==> config.mk <==
export PLATFORM = sky130hd
export DESIGN_NAME = modexp_ctrl_flat
export DESIGN_NICKNAME = d
export VERILOG_FILES = /design/src/rtl/modexp_pkg.sv /design/src/rtl/modexp_if.sv /design/src/rtl/modexp_mul_stage.sv /design/src/rtl/modexp_ctrl.sv /design/src/flat_wrapper.sv
export SDC_FILE = /design/constraint.sdc
export NUM_CORES = 1
export LEC_CHECK = 0
export CAP_MARGIN = 10
export CORE_UTILIZATION = 54
export CTS_CLUSTER_DIAMETER = 60
export DETAILED_ROUTE_END_ITERATION = 7
export GPL_ROUTABILITY_DRIVEN = 1
export PLACE_DENSITY = 0.86
export SETUP_SLACK_MARGIN = 0.3
export SYNTH_ARGS = -nofsm -noshare
export SYNTH_HDL_FRONTEND = slang
export SYNTH_SLANG_ARGS = --single-unit
==> constraint.sdc <==
create_clock -name clk_in -period 7.11 [get_ports clk_in]
set_input_delay 1.0665 -clock clk_in [delete_from_list [all_inputs] [get_ports clk_in]]
set_output_delay 1.0665 -clock clk_in [all_outputs]
set_load 0.01 [all_outputs]
==> src/rtl/modexp_pkg.sv <==
// Shared types and reset constants for the modular-exponentiation sequencer.
package modexp_pkg;

    localparam int DEF_WIDTH     = 16;
    localparam int DEF_EXP_WIDTH = 16;

    typedef enum logic [2:0] {
        ST_IDLE,
        ST_LOAD,
        ST_RED_BASE,
        ST_SQ,
        ST_MUL,
        ST_REQ,
        ST_WAIT,
        ST_DONE
    } modexp_state_t;

    typedef enum logic [1:0] {
        OP_RED,
        OP_SQ,
        OP_MUL
    } modexp_op_t;

    localparam modexp_state_t STATE_RST = ST_IDLE;
    localparam modexp_op_t    OP_RST    = OP_RED;

    function automatic int idx_width(input int n);
        return (n > 1) ? $clog2(n) : 1;
    endfunction

endpackage

==> src/rtl/modexp_if.sv <==
// Request/response bus between the sequencer and the external iterative modulus unit.
interface modexp_if
    import modexp_pkg::*;
#(
    parameter int WIDTH = DEF_WIDTH
);
    logic                 mod_ready_out;
    logic [2*WIDTH-1:0]   mod_value_out;
    logic [WIDTH-1:0]     mod_modulus_out;
    logic [WIDTH-1:0]     mod_value_in;
    logic                 mod_busy_in;
    logic                 mod_valid_in;

    modport master (
        output mod_ready_out, mod_value_out, mod_modulus_out,
        input  mod_value_in, mod_busy_in, mod_valid_in
    );

    modport slave (
        input  mod_ready_out, mod_value_out, mod_modulus_out,
        output mod_value_in, mod_busy_in, mod_valid_in
    );
endinterface

==> src/rtl/modexp_mul_stage.sv <==
// Registered unsigned WIDTHxWIDTH multiply, one cycle latency; output holds until the next load.
module modexp_mul_stage #(
    parameter int WIDTH = 16
) (
    input  logic                 clk,
    input  logic                 rst,
    input  logic                 load,
    input  logic [WIDTH-1:0]     a,
    input  logic [WIDTH-1:0]     b,
    output logic [2*WIDTH-1:0]   product
);
    always_ff @(posedge clk) begin
        if (rst) begin
            product <= '0;
        end else if (load) begin
            product <= {{WIDTH{1'b0}}, a} * {{WIDTH{1'b0}}, b};
        end
    end
endmodule

==> src/rtl/modexp_ctrl.sv <==
// Left-to-right square-and-multiply sequencer driving an external modulus unit.
// Define MODEXP_CONST_TIME_EN to issue a multiply for every exponent bit (constant op count).
//
// state    | meaning
// IDLE     | waiting for start_in
// LOAD     | screen modulus 0/1 and exponent 0, init acc and bit index
// RED_BASE | load base*1 into the multiplier for base reduction
// SQ       | load acc*acc into the multiplier
// MUL      | load acc*base_r into the multiplier
// REQ      | pulse mod_ready_out once the modulus unit is idle
// WAIT     | wait for mod_valid_in, capture remainder
// DONE     | publish result, pulse valid_out, drop busy_out
module modexp_ctrl
    import modexp_pkg::*;
#(
    parameter int WIDTH     = DEF_WIDTH,
    parameter int EXP_WIDTH = DEF_EXP_WIDTH
) (
    input  logic                  clk_in,
    input  logic                  rst_in,
    input  logic                  start_in,
    input  logic [WIDTH-1:0]      base_in,
    input  logic [EXP_WIDTH-1:0]  exponent_in,
    input  logic [WIDTH-1:0]      modulus_in,
    output logic [WIDTH-1:0]      result_out,
    output logic                  busy_out,
    output logic                  valid_out,
    output logic                  error_out,
    modexp_if.master              mod_bus
);
    localparam int IDX_W = idx_width(EXP_WIDTH);
    localparam logic [IDX_W-1:0] IDX_TOP = IDX_W'(EXP_WIDTH - 1);
`ifdef MODEXP_CONST_TIME_EN
    localparam bit CONST_TIME = 1'b1;
`else
    localparam bit CONST_TIME = 1'b0;
`endif

    modexp_state_t          state, state_nxt;
    modexp_op_t             op_r, op_nxt;
    logic [WIDTH-1:0]       base_r, mod_r, acc;
    logic [EXP_WIDTH-1:0]   exp_r;
    logic [IDX_W-1:0]       idx;
    logic                   err_r;
    logic                   mul_load, mod_ready;
    logic [WIDTH-1:0]       mul_a, mul_b;
    logic [2*WIDTH-1:0]     product;
    logic                   bit_set, last_bit;

    assign bit_set  = exp_r[idx];
    assign last_bit = (idx == '0);

    modexp_mul_stage #(.WIDTH(WIDTH)) u_mul (
        .clk     (clk_in),
        .rst     (rst_in),
        .load    (mul_load),
        .a       (mul_a),
        .b       (mul_b),
        .product (product)
    );

    assign mod_bus.mod_value_out   = product;
    assign mod_bus.mod_modulus_out = mod_r;
    assign mod_bus.mod_ready_out   = mod_ready;

    always_ff @(posedge clk_in) begin
        if (rst_in) begin
            state <= STATE_RST;
            op_r  <= OP_RST;
        end else begin
            state <= state_nxt;
            op_r  <= op_nxt;
        end
    end

    always_comb begin
        state_nxt = state;
        op_nxt    = op_r;
        mul_load  = 1'b0;
        mul_a     = '0;
        mul_b     = '0;
        mod_ready = 1'b0;
        case (state)
            ST_IDLE: begin
                if (start_in) state_nxt = ST_LOAD;
            end
            ST_LOAD: begin
                if (mod_r == '0 || mod_r == WIDTH'(1) || exp_r == '0) state_nxt = ST_DONE;
                else                                                 state_nxt = ST_RED_BASE;
            end
            ST_RED_BASE: begin
                mul_load  = 1'b1;
                mul_a     = base_r;
                mul_b     = WIDTH'(1);
                op_nxt    = OP_RED;
                state_nxt = ST_REQ;
            end
            ST_SQ: begin
                mul_load  = 1'b1;
                mul_a     = acc;
                mul_b     = acc;
                op_nxt    = OP_SQ;
                state_nxt = ST_REQ;
            end
            ST_MUL: begin
                mul_load  = 1'b1;
                mul_a     = acc;
                mul_b     = base_r;
                op_nxt    = OP_MUL;
                state_nxt = ST_REQ;
            end
            ST_REQ: begin
                if (!mod_bus.mod_busy_in) begin
                    mod_ready = 1'b1;
                    state_nxt = ST_WAIT;
                end
            end
            ST_WAIT: begin
                if (mod_bus.mod_valid_in) begin
                    case (op_r)
                        OP_RED:  state_nxt = ST_SQ;
                        OP_SQ: begin
                            if (CONST_TIME || bit_set) state_nxt = ST_MUL;
                            else if (last_bit)         state_nxt = ST_DONE;
                            else                       state_nxt = ST_SQ;
                        end
                        default: state_nxt = last_bit ? ST_DONE : ST_SQ;
                    endcase
                end
            end
            ST_DONE:  state_nxt = ST_IDLE;
            default:  state_nxt = ST_IDLE;
        endcase
    end

    always_ff @(posedge clk_in) begin
        if (rst_in) begin
            base_r     <= '0;
            mod_r      <= '0;
            exp_r      <= '0;
            acc        <= '0;
            idx        <= '0;
            err_r      <= 1'b0;
            result_out <= '0;
            busy_out   <= 1'b0;
            valid_out  <= 1'b0;
            error_out  <= 1'b0;
        end else begin
            valid_out <= 1'b0;
            case (state)
                ST_IDLE: begin
                    if (start_in) begin
                        base_r   <= base_in;
                        exp_r    <= exponent_in;
                        mod_r    <= modulus_in;
                        err_r    <= 1'b0;
                        busy_out <= 1'b1;
                    end
                end
                ST_LOAD: begin
                    idx <= IDX_TOP;
                    if (mod_r == '0) begin
                        acc   <= '0;
                        err_r <= 1'b1;
                    end else if (mod_r == WIDTH'(1)) begin
                        acc <= '0;
                    end else begin
                        acc <= WIDTH'(1);
                    end
                end
                ST_WAIT: begin
                    if (mod_bus.mod_valid_in) begin
                        case (op_r)
                            OP_RED: base_r <= mod_bus.mod_value_in;
                            OP_SQ: begin
                                acc <= mod_bus.mod_value_in;
                                if (!(CONST_TIME || bit_set)) idx <= idx - 1'b1;
                            end
                            default: begin
                                // constant-time mode discards the product for clear bits
                                if (bit_set) acc <= mod_bus.mod_value_in;
                                idx <= idx - 1'b1;
                            end
                        endcase
                    end
                end
                ST_DONE: begin
                    result_out <= acc;
                    error_out  <= err_r;
                    valid_out  <= 1'b1;
                    busy_out   <= 1'b0;
                end
                default: ;
            endcase
        end
    end
endmodule

==> src/flat_wrapper.sv <==
// flat-port wrapper written by rule: the top's interface ports become plain ports
module modexp_ctrl_flat import modexp_pkg::*;
#(
    parameter int WIDTH     = DEF_WIDTH,
    parameter int EXP_WIDTH = DEF_EXP_WIDTH
)
  (clk_in, rst_in, start_in, base_in, exponent_in, modulus_in, result_out, busy_out, valid_out, error_out, mod_bus_mod_ready_out, mod_bus_mod_value_out, mod_bus_mod_modulus_out, mod_bus_mod_value_in, mod_bus_mod_busy_in, mod_bus_mod_valid_in);
  modexp_if #(.WIDTH(WIDTH)) mod_bus_i ();
  input  logic clk_in;
  input  logic rst_in;
  input  logic start_in;
  input  logic [WIDTH-1:0] base_in;
  input  logic [EXP_WIDTH-1:0] exponent_in;
  input  logic [WIDTH-1:0] modulus_in;
  output logic [WIDTH-1:0] result_out;
  output logic busy_out;
  output logic valid_out;
  output logic error_out;
  output wire logic [$bits(mod_bus_i.mod_ready_out)-1:0] mod_bus_mod_ready_out;
  output wire logic [$bits(mod_bus_i.mod_value_out)-1:0] mod_bus_mod_value_out;
  output wire logic [$bits(mod_bus_i.mod_modulus_out)-1:0] mod_bus_mod_modulus_out;
  input wire logic [$bits(mod_bus_i.mod_value_in)-1:0] mod_bus_mod_value_in;
  input wire logic [$bits(mod_bus_i.mod_busy_in)-1:0] mod_bus_mod_busy_in;
  input wire logic [$bits(mod_bus_i.mod_valid_in)-1:0] mod_bus_mod_valid_in;
  assign mod_bus_mod_ready_out = mod_bus_i.mod_ready_out;
  assign mod_bus_mod_value_out = mod_bus_i.mod_value_out;
  assign mod_bus_mod_modulus_out = mod_bus_i.mod_modulus_out;
  assign mod_bus_i.mod_value_in = mod_bus_mod_value_in;
  assign mod_bus_i.mod_busy_in = mod_bus_mod_busy_in;
  assign mod_bus_i.mod_valid_in = mod_bus_mod_valid_in;
  modexp_ctrl #(.WIDTH(WIDTH), .EXP_WIDTH(EXP_WIDTH)) u_core (.clk_in(clk_in), .rst_in(rst_in), .start_in(start_in), .base_in(base_in), .exponent_in(exponent_in), .modulus_in(modulus_in), .result_out(result_out), .busy_out(busy_out), .valid_out(valid_out), .error_out(error_out), .mod_bus(mod_bus_i));
endmodule
==> results.toml, run 1 <==
[synth]
yosysTopAreaCell = "fa_1"
ys_top_cells_by_count = "295 x nand2_1, 237 x inv_1, 194 x fa_1"
synth-seq-area-share_pct = 18.04
ys.flop_type = "dfxtp_1"
synthCells = 1683
synth_most_common_cell = "nand2_1"
ys_async_sr_fraction_pct = 0
netlist_area_um2 = 13870
synth_area_leaders = "fa_1 28%, dfxtp_1 18%, ha_1 9.6%, nand2_1 8.0%, inv_1 6.4%"
netlist-cell-type-count = 53
synth-edff-count = 0
ys_ff_latch = 125
synth.top_cell.area_share_pct = 27.99
synth_nets = 2052
synth_warnings = 0
avgSynthCellArea_um2 = 8.243

[timing]
period_share_pct = 93.98
skew_ns = 0.01197
report.final.slew_viol_count = 0
fin_crit_ns = 6.682
hold_viol = 0
slew_headroom_pct = 27.04
worst_pin_slew_ns = 1.094
setup_viol = 0
max_freq_mhz = 149.7
whs_ns = 0.4642
rsz0062_at_grt = "true"

[die]
die_y_um = 162.3
core_area_um2 = 25180
die-area_um2 = 26340
io_pins = 137
row_count = 58
dieWidth_um = 162.3
initial_core_util_pct = 55.09

[placement]
gp_congestion = 1.049
portBuffers = 136
dp_cells = 2147
dpl.hpwl_um = 35440

[min_path]
hp-class = "register to register"

[grt]
grt_pass1_wl_um = 71100
grt_overflow_total = 0
grt_pass1_vias = 13160
track_usage_pct = 35.37
antenna_found_initial = 0
grt_max_degree = 108

[worst_setup_path]
crit_family = "adder cells"
cp_common_cell = "fa_1"
cp_slowest_stage_delay_ns = 0.63
crit_chain = "nor2_4 > and2_4 > buf_4 > a22o_2 > buf_4 > nand2_1 > fa_1 > fa_1 > fa_1 > fa_1 > inv_1 > fa_1 > inv_1 > fa_1 > inv_1 > ha_1 > and4_1 > a22oi_1 > a2111oi_4 > buf_4 > o21ai_1 > or3_1 > a31oi_1"
critPathMaxFanout = 10
critPathKind = "register to register"
cp-end-kind = "register"
arrival_ns = 7.03
cp.required_ns = 7.46
crit_slowest_cell = "fa_1"
worstSetupStartpointType = "register"
path_buf_inv = 6

[finish]
synthToLayoutAreaGrowth_pct = 22.47
drive_gt1_share_pct = 10.66
fin_cells = 2196
nets = 2223
diodes = 0

[clocking]
htree_levels = 4
clkTransAtPathRegs_ns = 0.07
cts_made_buffers = 17
hold_buffers = 0
clkLatencyLatePin_ns = 0.42
cts_tree = "built"
clkSinkCount = 125
clockRootBuffer = "clkbuf_16"
cts_buffer_depth = 2

[routing]
wl_met3_um = 4406
wl_met1_um = 18410
drt_iter0_drc = 1342
drc = 0
wire_per_inst_um = 20.56
ant_nets = 0
wl_um = 45140
viasPerCell = 5.819
wl_met2_um = 20040
drt_first_pass_iters = 6
num_vias = 12780
top_layer = "met4"

[pwr]
p_leak_nw = 7.611
powerDensity_nw_per_um2 = 132.2
ir_drop_v = 0.0001908

[flow_run]
maxCapViolations = 0

[run_status]
status = "complete, no violations"
where the power goes:
| group | total (mW) | leakage [nW] | switching, mW | internal (mW) |
|---|---|---|---|---|
| sequential | 0.841 | 1.02 | 0.0774 | 0.764 |
| combinational | 0.558 | 6.31 | 0.317 | 0.241 |
| clock | 0.847 | 0.277 | 0.354 | 0.493 |
| total | 2.25 | 7.61 | 0.748 | 1.50 |
worst reg2reg max path: cells and delay by family, from the launching register on:
| family | cells | cell delay (ns) |
|---|---|---|
| adder cells (fa/ha/maj) | 7 | 3.42 |
| AO/OA/AOI/OAI | 5 | 1.10 |
| AND/OR/NAND/NOR | 5 | 1.00 |
| buffers and inverters | 6 | 0.72 |
| flip-flops | 1 | 0.38 |
placed cells by master, fill, tap and decap left out, types with 19 or more instances in the layout:
| master | netlist | layout |
|---|---|---|
| buf_4 | 0 | 87 |
| a21oi_1 | 114 | 112 |
| clkdlybuf4s50_1 | 0 | 135 |
| a22oi_1 | 23 | 19 |
| fa_1 | 194 | 191 |
| mux2i_1 | 32 | 30 |
| inv_1 | 237 | 237 |
| dfxtp_1 | 125 | 122 |
| nand2_1 | 295 | 295 |
| ha_1 | 106 | 101 |
| a211oi_1 | 28 | 28 |
| nor2_1 | 193 | 188 |
routing by layer:
metal	track usage, %	vias to the layer above
li1	-	5764
met2	55.52	705
met5	0	-
met4	16.47	0
met1	46.50	6176
met3	7.763	134
stage by stage:
| stage | utilization (%) | setup slack [ns] | total power [mW] | TNS, ns | area [µm²] |
|---|---|---|---|---|---|
| 6_report | 67.47 | 0.4284 | 2.246 | 0 | 16990 |
| 2_1_floorplan | - | 0.3019 | 1.161 | 0 | 13890 |
| 3_3_place_gp | 63.32 | -0.09798 | 1.335 | -0.1665 | 15940 |
| 4_1_cts | 65.94 | 0.2890 | 2.198 | 0 | 16600 |
| 5_1_grt | 67.47 | 0.2502 | 2.327 | 0 | 16990 |
| 3_5_place_dp | 63.32 | -0.2264 | 1.349 | -0.4619 | 15940 |
cell families after synthesis:
family          share of synthesized area (%)
mux                                     3.121
simple gates                            17.85
xor+xnor                                1.389
flops                                   18.04
buf+inv                                 8.829
fa+ha+maj                               37.55
compound gates                          13.22
path summary, 6_finish.rpt:
check	from	endpoint	slack [ns]	cells past startpoint
max	u_core.state[0]	u_core.u_mul.product[27]	0.43	23
min	u_core.result_out[7]	u_core.result_out[7]	0.46	2
max reg2reg	u_core.state[0]	u_core.u_mul.product[27]	0.43	23
min reg2reg	u_core.result_out[7]	u_core.result_out[7]	0.46	2
final cells by class:
class / count / area (µm²)
multi-input combinational: 1241 / 10430
clock inverter: 14 / 148.9
fill: 1980 / 8192
clock buffer: 17 / 425.4
sequential: 125 / 2514
tap: 330 / 412.9
timing repair buffer: 232 / 2166
inverter: 237 / 889.6
flip-flops by register name, summed over array words and instances, names as in the netlist:
name,cells
u_core.acc,16
u_core.base_r,16
u_core.busy_out,1
u_core.err_r,1
u_core.error_out,1
u_core.exp_r,16
u_core.idx,4
u_core.mod_bus.mod_modulus_out,16
u_core.op_r,2
u_core.result_out,16
u_core.state,3
u_core.u_mul.product,32
u_core.valid_out,1
repair_timing:
item | CTS | global route
resized for setup | 28 | 67
setup endpoints to repair | 17 | 17
cloned | 0 | 3
pin swaps | 3 | 8
buffers inserted | 3 | 12
endpoints found under the hold margin | 0 | 0
Power figures use the tool's default switching activity.
==> run 2: changes to the inputs <==
- SLEW_MARGIN: not set -> 10
==> results of run 2 <==
The final DEF is identical to that of run 1; final timing and power are the same.
==> patch (settings of run 1) <==
Set the package constant `DEF_EXP_WIDTH` to 32 (it was 16).
--- a/src/rtl/modexp_pkg.sv
+++ b/src/rtl/modexp_pkg.sv
@@ -3,5 +3,5 @@
 
     localparam int DEF_WIDTH     = 16;
-    localparam int DEF_EXP_WIDTH = 16;
+    localparam int DEF_EXP_WIDTH = 32;
 
     typedef enum logic [2:0] {
Ports: changed (resized exponent_in); port bits go from 137 to 153. No check against the original RTL was run, so the function may have changed too.
==> patch against run 1 <==
  * The run now ends with DRC left
  * Setup slack better by 19 ps
  * Critical endpoint is now u_core.u_mul.product[22]
  * Power is 9.9% higher
  * Global-route usage is 3.0 points lower
  * Wire length is 3.8% lower
  * Cell area is 5.7% higher
  * Sequential cell count is 17 higher
  * Synthesized area is 5.1% higher
  * Maximum frequency is 0.28% higher
  * Combinational power is 6.6% higher
==> patch: results (changes against run 1) <==
status - finished with violations
relative contribution of combinational cells to total power - 24.1% (-0.7 points)
number of vias per cell - 5.84 (+0.37%)
Synth Area in Compound Gates - 13.6% (+0.38 points)
synthesized-area fraction occupied by adder cells - 35.7% (-1.8 points)
internal power contribution - 0.00161 W (+7.4%)
Peak VDD IR - 0.000159 V (-17%)
arrival time of data at the critical path endpoint - 7040 ps (about the same)
highest net fanout along the worst path - 15 (+5)
Pleak - 8.05 nW (+5.8%)
number of non-filler instances in the completed layout - 2,308 (+5.1%)
fraction of synthesized cell area in xor and xnor cells - 1.26% (-0.13 points)
DR DRC count - 1 (+1)
global-route wire length before repair - 71.5 mm (+0.51%)
placed insts - 2,240 (+4.3%)
IO Port Bufs - 152 (+12%)
maximum number of pins on one net before global-route repair - 91 (-16%)
actual slew at the worst max-slew pin - 1150 ps (+50.7 ps)
number of iterations in the first detailed-routing pass - 8 (+2)
most numerous cell types in the synthesized netlist - sky130_fd_sc_hd__nand2_1 (317), sky130_fd_sc_hd__inv_1 (239), sky130_fd_sc_hd__nor2_1 (205), sky130_fd_sc_hd__fa_1 (194), sky130_fd_sc_hd__dfxtp_1 (142)
clock transition at the registers of the reported paths - 90 ps (+20 ps)
instance area at placement - 0.0167 sq mm (+4.9%)
proportion of synthesized area in mux cells - 2.79% (-0.33 points)
violations in the final reports - DRC
initial DRC count - 1,203 (-10%)
post-synthesis instance total - 1,778 (+5.6%)
Synth cell types - 60 (+13%)
fraction of layout instances using a drive strength above 1 - 10.6% (-0.021 points)
-- patch: layout make-up --
type                    instances  area [sq um]  area share (%)
clock inverters                15           189            1.05
inverters                     239           897            4.99
multi-input cells            1303         10700            59.8
well taps                     335           419            2.33
flip-flops and latches        142          2850            15.9
clock buffers                  17           425            2.37
repair buffers                257          2440            13.6
-- patch: final timing paths --
check / endpoint / cells after the start / slack (ps) / startpoint
setup / recovery: u_core.u_mul.product[22] / 24 / 450 / u_core.state[1]
hold / removal: u_core.busy_out / 2 / 460 / u_core.busy_out
setup reg to reg: u_core.u_mul.product[22] / 24 / 450 / u_core.state[1]
hold reg to reg: u_core.busy_out / 2 / 460 / u_core.busy_out
-- patch: routing by layer --
| layer | vias to the layer above | track usage, % | wire length (um) | part of all wire [%] |
|---|---|---|---|---|
| met2 | 696 | 51.8 | 20200 | 46 |
| met3 | 129 | 6.58 | 4100 | 9.4 |
| met4 | 0 | 12.3 | 1600 | 3.7 |
| met1 | 6509 | 43.4 | 17500 | 40 |
| met5 | - | 0 | 0 | 0 |
| li1 | 6146 | - | - | - |
-- patch: worst register-to-register path, stage by stage, from the launching register on --
cell and delay (ps):
sky130_fd_sc_hd__dfxtp_4 360, sky130_fd_sc_hd__nor2b_4 140, sky130_fd_sc_hd__and2_4 190, sky130_fd_sc_hd__buf_12 150, sky130_fd_sc_hd__a22oi_1 220, sky130_fd_sc_hd__buf_6 180, sky130_fd_sc_hd__nor2_2 60, sky130_fd_sc_hd__fa_1 540
sky130_fd_sc_hd__inv_1 60, sky130_fd_sc_hd__fa_1 570, sky130_fd_sc_hd__fa_1 450, sky130_fd_sc_hd__fa_1 560, sky130_fd_sc_hd__inv_1 60, sky130_fd_sc_hd__fa_1 480, sky130_fd_sc_hd__inv_1 60, sky130_fd_sc_hd__fa_1 490
sky130_fd_sc_hd__inv_1 70, sky130_fd_sc_hd__ha_4 300, sky130_fd_sc_hd__and3_4 200, sky130_fd_sc_hd__and3_4 210, sky130_fd_sc_hd__and3_1 180, sky130_fd_sc_hd__o2bb2ai_2 150, sky130_fd_sc_hd__a31oi_1 140, sky130_fd_sc_hd__or4b_2 620
sky130_fd_sc_hd__a31oi_1 180
-- patch: power by group through the flow --
stage / logic [W] / registers, W / clock network [W]
6_report: 0.000595 / 0.000953 / 0.000920
5_1_grt: 0.000644 / 0.000963 / 0.000960
4_1_cts: 0.000565 / 0.000947 / 0.000928
3_5_place_dp: 0.000550 / 0.000963 / 0
3_3_place_gp: 0.000542 / 0.000961 / 0
2_1_floorplan: 0.000353 / 0.000941 / 0
-- patch: repair_timing --
item,CTS,global route
buffers inserted,14,19
setup endpoints to repair,11,14
pin swaps,0,12
cloned,1,2
gates resized for setup,23,48
